[config.mk]
export PLATFORM = sky130hd
export DESIGN_NAME = serial_adder
export DESIGN_NICKNAME = d
export VERILOG_FILES = /design/src/rtl/serial_adder_pkg.sv /design/src/rtl/serial_adder_full_adder.sv /design/src/rtl/serial_adder.sv
export SDC_FILE = /design/constraint.sdc
export NUM_CORES = 1
export LEC_CHECK = 0
export BUFFER_PORTS_ARGS = -buffer_cell sky130_fd_sc_hd__buf_2
export CORE_MARGIN = 2
export CORE_UTILIZATION = 52
export DETAILED_ROUTE_END_ITERATION = 12
export MAX_ROUTING_LAYER = met4
export PLACE_DENSITY = 0.88
export SLEW_MARGIN = 10
export SYNTH_ARGS = -nofsm -noshare
export SYNTH_HDL_FRONTEND = slang
export SYNTH_SLANG_ARGS = --single-unit
export TNS_END_PERCENT = 20
[constraint.sdc]
create_clock -name i_clk -period 1.9 [get_ports i_clk]
set_input_delay 0.095 -clock i_clk [delete_from_list [all_inputs] [get_ports i_clk]]
set_output_delay 0.095 -clock i_clk [all_outputs]
set_load 0.05 [all_outputs]
[src/rtl/serial_adder_pkg.sv]
// rtl/serial_adder_pkg.sv - shared types and constants for the digit-serial adder
//
// Purpose: state encoding, digit width and digit-count helper used by
//          serial_adder and its testbench.
// Contents:
//   state_t  2-bit FSM state enum (S_IDLE=0, S_RUN=1, S_DONE=2)
//   DIGIT_W  bits processed per cycle
//   DIGITS() number of digit cycles for a given operand width
package serial_adder_pkg;

  typedef enum logic [1:0] {
    S_IDLE = 2'd0,
    S_RUN  = 2'd1,
    S_DONE = 2'd2
  } state_t;

  localparam int DIGIT_W = 2;

  function automatic int DIGITS(input int width);
    return width / DIGIT_W;
  endfunction

endpackage

[src/rtl/serial_adder_full_adder.sv]
// rtl/serial_adder_full_adder.sv - 2-bit digit full adder driven by serial_adder
//
// Purpose: adds two 2-bit digits plus a carry-in.
// Ports:
//   i_a[1:0], i_b[1:0]  digit operands
//   i_carry             carry-in
//   o_sum[1:0]          digit sum
//   o_carry             carry-out of bit 1
module full_adder (
  input  logic [1:0] i_a,
  input  logic [1:0] i_b,
  input  logic       i_carry,
  output logic [1:0] o_sum,
  output logic       o_carry
);

  assign {o_carry, o_sum} = {1'b0, i_a} + {1'b0, i_b} + {2'b00, i_carry};

endmodule

[src/rtl/serial_adder.sv]
// rtl/serial_adder.sv - digit-serial WIDTH-bit adder, two bits per cycle
//
// Purpose: accepts A, B and carry-in over a valid/ready handshake, adds them
//          LSB digit first through one 2-bit full_adder, and presents the
//          WIDTH-bit sum and carry-out over a valid/ready handshake.
// Optional feature macro: SERIAL_ADDER_OVF_EN (adds o_overflow, signed overflow).
// Ports:
//   i_clk, i_rst           clock; asynchronous active-high reset
//   i_valid / o_ready      operand handshake (o_ready high only in S_IDLE)
//   i_a, i_b, i_carry      operands and carry-in
//   o_valid / i_ready      result handshake (o_valid high only in S_DONE)
//   o_sum, o_carry         result and carry-out
//   o_overflow             signed overflow (SERIAL_ADDER_OVF_EN only)
module serial_adder
  import serial_adder_pkg::*;
#(
  parameter int WIDTH = 8
) (
  input  logic             i_clk,
  input  logic             i_rst,
  input  logic             i_valid,
  output logic             o_ready,
  input  logic [WIDTH-1:0] i_a,
  input  logic [WIDTH-1:0] i_b,
  input  logic             i_carry,
  output logic             o_valid,
  input  logic             i_ready,
  output logic [WIDTH-1:0] o_sum,
  output logic             o_carry
`ifdef SERIAL_ADDER_OVF_EN
  ,
  output logic             o_overflow
`endif
);

  localparam int NDIG  = DIGITS(WIDTH);
  localparam int CNT_W = $clog2(NDIG) + 1;
  localparam logic [CNT_W-1:0] LAST_DIGIT = CNT_W'(NDIG - 1);

  state_t           state;
  state_t           state_next;
  logic [WIDTH-1:0] a_sh;
  logic [WIDTH-1:0] b_sh;
  logic [WIDTH-1:0] sum_reg;
  logic [WIDTH-1:0] sum_shifted;
  logic             carry_reg;
  logic [CNT_W-1:0] count;
  logic [1:0]       fa_sum;
  logic             fa_carry;

  full_adder u_full_adder (
    .i_a     (a_sh[1:0]),
    .i_b     (b_sh[1:0]),
    .i_carry (carry_reg),
    .o_sum   (fa_sum),
    .o_carry (fa_carry)
  );

  // New digit enters at the top; after NDIG shifts digit 0 sits at [1:0].
  // Concatenate-then-shift keeps this legal even when WIDTH == 2.
  assign sum_shifted = WIDTH'({fa_sum, sum_reg} >> DIGIT_W);

  always_comb begin
    state_next = state;
    case (state)
      S_IDLE:  if (i_valid)              state_next = S_RUN;
      S_RUN:   if (count == LAST_DIGIT)  state_next = S_DONE;
      S_DONE:  if (i_ready)              state_next = S_IDLE;
      default:                           state_next = S_IDLE;
    endcase
  end

  always_ff @(posedge i_clk or posedge i_rst) begin
    if (i_rst) begin
      state     <= S_IDLE;
      a_sh      <= '0;
      b_sh      <= '0;
      sum_reg   <= '0;
      carry_reg <= 1'b0;
      count     <= '0;
    end else begin
      state <= state_next;
      case (state)
        S_IDLE: begin
          if (i_valid) begin
            a_sh      <= i_a;
            b_sh      <= i_b;
            carry_reg <= i_carry;
            count     <= '0;
          end
        end
        S_RUN: begin
          a_sh      <= a_sh >> DIGIT_W;
          b_sh      <= b_sh >> DIGIT_W;
          sum_reg   <= sum_shifted;
          carry_reg <= fa_carry;
          count     <= count + 1'b1;
        end
        default: ;
      endcase
    end
  end

  assign o_ready = (state == S_IDLE);
  assign o_valid = (state == S_DONE);
  assign o_sum   = sum_reg;
  assign o_carry = carry_reg;

`ifdef SERIAL_ADDER_OVF_EN
  logic a_msb;
  logic b_msb;

  // Operand sign bits are shifted out during S_RUN, so they are kept aside.
  always_ff @(posedge i_clk or posedge i_rst) begin
    if (i_rst) begin
      a_msb <= 1'b0;
      b_msb <= 1'b0;
    end else if (state == S_IDLE && i_valid) begin
      a_msb <= i_a[WIDTH-1];
      b_msb <= i_b[WIDTH-1];
    end
  end

  assign o_overflow = (state == S_DONE) && (a_msb == b_msb) && (sum_reg[WIDTH-1] != a_msb);
`endif

endmodule

======== Yosys cells after proc, flatten, opt, wreduce, memory -nomap -nowiden ========
Index checks and enable logic that the tools add are counted.
storage, ports and cells
  register bits after elaboration ......... 30
  input port bits ......................... 21
operators by class
  $add $sub $neg .......................... 3
  equality and inequality tests ........... 6
  mux-type cells .......................... 12
  reduce and logical (&&, ||, !) cells .... 4
operators by type and width
  cell                                                   count
  one-hot mux 8 bit (2 select lines)                     2
  2-to-1 mux 8 bit                                       2
  2-to-1 mux 2 bit                                       3
  one-hot mux 2 bit (3 select lines)                     1
  one-hot mux 3 bit (2 select lines)                     1
  inequality test 2 bit, second input constant           2
  adder 2 x 2 -> 3 bit                                   1
  adder 3 x 1 -> 3 bit                                   1
  adder 3 x 1 -> 3 bit, second input constant            1
  == test 3 x 2 -> 1 bit, second input constant          1
  2-to-1 mux 3 bit                                       1
  AND reduction 3 bit                                    1
  == test 2 x 1 -> 1 bit, second input constant          1
  == test 2 bit, second input constant                   1
  logical NOT 2 bit                                      1
  inequality test 2 x 1 -> 1 bit, second input constant  1
  one-hot mux 1 bit (2 select lines)                     1
  AND reduction 2 bit                                    1
  nonzero test 2 bit                                     1
  2-to-1 mux 1 bit                                       1

======== Logic depth before layout (Yosys ltp) ========
Gate-level depths: netlist of run 1.
  depth after elaboration ................. 3
  gate-level depth with buffers ........... 5
  mapped depth without buffers ............ 5

======== Hierarchy ========
Synthesis of run 1 repeated with hierarchy kept, for this count alone.
unflattened totals
  cells, all modules ...................... 154
  area total of the unflattened synthesis .. 1466.4 µm²
modules (own cells, without submodules)
  module        instances  cells each  area each (µm²)
  serial_adder  1          144         1396.3
  full_adder    1          10          70.1

======== Worst setup path after synthesis of run 1 ========
No wires, ideal clock.
  path kind ............................... flip-flop to flip-flop
  from .................................... reg carry_reg (netlist: o_carry)
  to ...................................... reg carry_reg (netlist: o_carry)
  setup time .............................. 66 ps
  arrival time ............................ 1792 ps
  data required time ...................... 1834 ps
  slack ................................... 42 ps
  cell stages (with the launch flop) ...... 6
  period minus slack after synthesis ...... 1858 ps
  path through ............................ dfrtp_1 inv_1 fa_1 fa_1 a21oi_1 o22a_1
between the ends
  longest elaborated chain between the ends .. 2
ends and longest elaborated chain
  element                             RTL line                       source
  start, declared                     serial_adder.sv:46             logic carry_reg;
  start signal, assigned              serial_adder.sv:88             carry_reg <= i_carry;
  start signal, assigned              serial_adder.sv:96             carry_reg <= fa_carry;
  adder 3 x 1 -> 3 bit                serial_adder_full_adder.sv:17  assign {o_carry, o_sum} = {1'b0, i_a} + {1'b0, i_b} + {2'b00, i_carry};
  one-hot mux 1 bit (2 select lines)  serial_adder.sv:83             case (state)
Every way passes these cells.
A chain may end at the register's enable or synchronous reset.

======== Worst setup path in the final report of run 1 ========
  from .................................... reg state[0]
  to ...................................... out o_ready
between the ends
  longest elaborated chain between the ends .. 1
ends and longest elaborated chain
  element                 RTL line             source
  start, declared         serial_adder.sv:40   state_t state;
  start signal, assigned  serial_adder.sv:82   state <= state_next;
  logical NOT 2 bit       serial_adder.sv:104  assign o_ready = (state == S_IDLE);
  end, declared           serial_adder.sv:22   output logic o_ready,
Every way passes these cells.

==> results.ini, run 1 <==
[pwr]
p_clk_share_pct=15.6
p_switching_uw=1410
p_int_uw=1760
power_density_nw_per_um2=1870
ir_worst_vdd_uv=1190
switching_share_pct=44.4
p_leak_uw=0.000857
comb_power_share_pct=49.1
seq_power_share_pct=35.3

[worst_hold_path]
min_to=state[1]
hold_depth=3
hp-class=in -> reg
hp-start=i_ready

[place]
numPortBuffers=31
dpl_cell_area_sq_um=1580
dpl.hpwl_mm=2.08
pre_cts_slack_ns=0.307
place_congestion=0.815
place_inst=192

[synthesis]
ys_async_sr_fraction_pct=100
synth_area_leader_cell=dfrtp_1
ys_warn_count=0
synth_area_leaders=dfrtp_1 54%, nand2_1 6.5%, nor3b_1 3.8%, a211oi_1 3.2%, inv_1 3.0%
synth_area_per_cell_sq_um=10.3
synth_area_sq_um=1390
synth_ff_type=dfrtp_1
yosysTopAreaCellShare_pct=53.9
synth.yosys.seq_area_share_pct=53.9
synth-edff-count=0
synth.distinct_cells=26
synthCells=135
ys_ff_latch=30
synth_nets=160

[sta]
final-max-slew-violation-count=0
fin_crit_ns=1.61
rsz0062_at_grt=no
tightest_slew_ns=0.635
fmax_ghz=0.623
fin_crit_sh_pct=84.5
finalSetupTns_ns=0
slew_headroom_pct=57.6
hold_viol=0
skew_ns=0.00838
setup_ws_ns=0.294
setup_viol=0

[clock_tree]
cts.repair.resized=0
path_clk_slew_ns=0.10
cts_tree=yes
numCtsBuffers=5
clock-sinks=30
clk_path_buf_depth=2
htree_levels=2
clock_latency_ns=0.33
cts_root_buf=clkbuf_4

[worst_setup_path]
r2r_setup_slack_ns=0.30
start_kind=flop
critPathCaptureType=output port
r2r-start=o_carry
crit_type=reg -> out
crit_fanout=10
cp_data_arrival_time_ns=1.51
r2r_cells=5
reg2reg_to=o_carry
crit_required_ns=1.80

[layout]
nets=199
area_growth_pct=22.2
final-instance-count-excl-fill=205
fillers=203
postLayoutCellArea_sq_um=1700
drive_above_1_share_pct=27.4
final_common_cell=buf_2
final_cell_mix=31 x buf_2, 30 x dfrtp_1, 24 x nand2_1
num_antenna_cells=0

[drt]
wl_mm=2.98
ant_nets=0
drc=0
vias=1113
drtIter0Drc=18
drtPass1Iterations=4
vias_per_cell=5.43
drt-wirelength-per-cell_um=14.5

[floorplanning]
die_y_um=55.8
std_cell_rows=18
io_pins=32
dieArea_sq_um=3110
core_region_area_sq_um=2500
die_w_um=55.8
start_util_pct=55.8

[global_route]
grt_pass1_vias=1117
grt_first_pass_wirelength_mm=5.04
grt_max_degree=31
grt.total_usage_pct=21.9
antenna_found_initial=0
overflow=0

[outcome]
status=finished clean

[job]
cap_violations=0

==> metal layers <==
layer / track usage (%) / up-vias / share of wire (%)
met5: - / - / 0
met4: 6.27 / 0 / 1.3
li1: - / 544 / -
met3: 7.21 / 5 / 5.1
met2: 34.9 / 29 / 51
met1: 26.7 / 535 / 42
==> critical path: stages, from the launching register on <==
cell and delay [ns]:
dfrtp_1 0.45, buf_4 0.20, nor2_1 0.22, buf_2 0.31
==> through the flow <==
stage	hold WS, ns	total power [uW]	util [%]
floorplan	0.186	2330	-
global placement	0.175	2600	63.0
detailed placement	0.185	2690	63.0
CTS	0.0449	3200	68.1
global route	0.0545	3400	68.1
finish	0.0455	3180	68.1
==> flip-flops by register name, summed over array words and instances, names as in the netlist <==
signal / cells
count: 3
a_sh: 8
state: 2
o_carry: 1
o_sum: 8
b_sh: 8
==> kinds of logic after synthesis <==
kind of cell | after synthesis | share of synthesized area, %
DFF | 30 | 53.9
buffers and inverters | 19 | 5.92
adders and majority gates | 4 | 4.67
and+or+nand+nor | 50 | 18.2
AOI/OAI and AO/OA | 32 | 17.3
==> area by class of cell <==
type | count | area, sq um | share of cell area, %
Inverter | 11 | 41.3 | 2.42
Clock buffer | 5 | 37.5 | 2.20
Sequential cell | 30 | 751 | 44.1
Timing Repair Buffer | 40 | 235 | 13.8
Multi-Input combinational cell | 86 | 561 | 32.9
Clock inverter | 3 | 40.0 | 2.35
Tap cell | 30 | 37.5 | 2.20
==> synthesized netlist by cell type (3+ instances only) <==
master / number
dfrtp_1: 30
nand2_1: 24
inv_1: 11
nor3b_1: 7
a211oi_1: 6
buf_2: 6
nor3_1: 6
o21ai_0: 6
a22o_1: 4
nand2b_1: 4
nor2b_1: 4
o22a_1: 4
a2bb2oi_1: 3
==> power groups by stage <==
| stage | clock network, uW | registers (uW) | logic (uW) |
|---|---|---|---|
| final | 497 | 1120 | 1560 |
| after global routing | 531 | 1160 | 1700 |
| after CTS | 505 | 1120 | 1570 |
| after detailed placement | 0 | 1130 | 1560 |
| after global placement | 0 | 1120 | 1480 |
| after floorplan | 0 | 1370 | 957 |
==> worst max path at each step <==
| stage | cells past startpoint | start | slack, ns | end |
|---|---|---|---|---|
| after floorplan | 5 | o_carry | 0.04 | o_carry |
| after global placement | 5 | o_carry | 0.40 | o_carry |
| after detailed placement | 5 | o_carry | 0.31 | o_carry |
| after CTS | 5 | o_carry | 0.29 | o_carry |
| after global routing | 5 | o_carry | 0.18 | o_carry |
| final | 3 | state[0] | 0.29 | o_ready |
==> timing repair <==
item | CTS | global route
hold buffers | 5 | 0
buffers inserted | 0 | 0
endpoints found under the hold margin | 34 | 0
No activity file was read; power rests on OpenSTA's default activity.
==> inputs of run 2 (changes only) <==
Settings changed: CORE_UTILIZATION 52 to 47, PLACE_DENSITY 0.88 to 0.85.
Clock period 1.9 ns to 1.4 ns, I/O delays scaled along.
==> run 2 against run 1 <==
The flow now finishes with violations (setup timing). Critical path depth is 1 higher. First-iteration DRC count up 94%. Via count grew 6.5%. Utilization fell by 3.6 points. Count of clock-buffer cells in the layout rose by 2. Clock power grew 9.7%. Sequential power is 37% higher. Routed wire length increased by 5.1%. Flip-flop and latch count is the same. Non-clock buffer count up 10. Hold slack got worse by 0.027 ns. Critical endpoint is now o_sum[7].
==> results.ini, run 2 (synthesized netlist as in run 1, its figures left out) <==
[outcome]
status=complete, but fails checks
failed_checks=setup timing

[clock_tree]
clk_path_buf_depth=2
htree_levels=2
clock_latency_ns=0.34
numCtsBuffers=5
cts_tree=yes
path_clk_slew_ns=0.10
cts_root_buf=clkbuf_4
clock-sinks=30

[layout]
final_common_cell=buf_2
drive_above_1_share_pct=36.2
area_growth_pct=28.8
final_cell_mix=29 x buf_2, 27 x dfrtp_1, 24 x nand2_1
nets=209
final-instance-count-excl-fill=216
num_antenna_cells=0

[sta]
hold_viol=0
fmax_ghz=0.664
fin_crit_ns=1.51
setup_viol=2
finalSetupTns_ns=-0.195
tightest_slew_ns=0.377
slew_headroom_pct=74.9
final-max-slew-violation-count=0
setup_ws_ns=-0.107
rsz0062_at_grt=yes
fin_crit_sh_pct=108
skew_ns=0.0118

[drt]
ant_nets=0
drt-wirelength-per-cell_um=14.5
wl_mm=3.13
vias_per_cell=5.49
drtIter0Drc=35
vias=1185
drtPass1Iterations=4
drc=0

[place]
place_inst=201
dpl.hpwl_mm=2.26
numPortBuffers=31
place_congestion=0.802
pre_cts_slack_ns=-0.0887

[worst_hold_path]
hold_depth=3
hp-class=in -> reg
hp-start=i_ready
min_to=state[1]

[floorplanning]
dieArea_sq_um=3420
die_y_um=58.5
start_util_pct=50.1
io_pins=32
std_cell_rows=19
die_w_um=58.5
core_region_area_sq_um=2780

[worst_setup_path]
r2r-start=a_sh[0]
crit_type=reg -> reg
critPathCaptureType=flop
start_kind=flop
crit_required_ns=1.62
crit_fanout=2
reg2reg_to=o_sum[7]
cp_data_arrival_time_ns=1.73
r2r_setup_slack_ns=-0.11
r2r_cells=4

[job]
cap_violations=0

[global_route]
grt_max_degree=31
overflow=0
antenna_found_initial=0
grt.total_usage_pct=21.9
grt_pass1_vias=1223
grt_first_pass_wirelength_mm=5.38

[pwr]
ir_worst_vdd_uv=1890
p_leak_uw=0.000891
power_density_nw_per_um2=2510

==> run 2: cell types whose count changed in the layout (fill, tap and decap cells not counted), moves of 3 or more <==
cell     previous run  this run
buf_4               4        13
buf_6               0         3
dfrtp_1            30        27
dfrtp_2             0         3
==> run 2: layout make-up <==
type / instances / area [sq um]
clock buffers: 7 / 55.1
clock inverters: 1 / 5.00
fillers: 230 / 986
inverters: 11 / 41.3
multi-input cells: 86 / 574
flip-flops and latches: 30 / 754
well taps: 31 / 38.8
repair buffers: 50 / 327
==> run 2: how the worst max path moves through the flow <==
| stage | startpoint | end | slack, ns | cells after the start |
|---|---|---|---|---|
| floorplan | o_carry | o_carry | -0.24 | 5 |
| global placement | o_carry | o_carry | -0.03 | 5 |
| detailed placement | o_carry | o_carry | -0.09 | 5 |
| CTS | a_sh[0] | o_sum[7] | -0.1 | 4 |
| global route | a_sh[0] | o_sum[7] | -0.14 | 4 |
| finish | a_sh[0] | o_sum[7] | -0.11 | 4 |
==> run 2: power breakdown <==
group / internal [uW] / total [uW] / switching, uW
Clock: 243 / 545 / 302
Combinational: 983 / 2440 / 1450
Sequential: 1280 / 1530 / 248
==> run 2: timing repair <==
action / CTS / global route
endpoints found under the hold margin: 34 / 0
gates resized for setup: 10 / 1
endpoints found under the setup margin: 4 / 4
hold buffers: 5 / 0
setup buffers: 1 / 1
pin swaps: 2 / 0
==> run 2: per-layer routing <==
metal  wire, um  track usage [%]  vias up
li1           -                -      559
met1       1350             26.2      579
met2       1560             35.0       42
met3        184             6.37        5
met4         36             8.31        0
met5          0                -        -
==> run 2: critical path: stages (launching register included) <==
cell	delay, ns
dfrtp_1	0.37
inv_2	0.05
fa_2	0.38
fa_2	0.52
o21ai_1	0.06
==> run 2: per-stage QoR <==
stage	area (sq um)	power, uW	util, %	hold WS, ns
after floorplan	1400	3180	-	0.161
after global placement	1640	3720	59.1	0.153
after detailed placement	1640	3850	59.1	0.176
after CTS	1790	4510	64.2	0.0112
after global routing	1800	4850	64.6	0.0132
final	1800	4510	64.6	0.0180
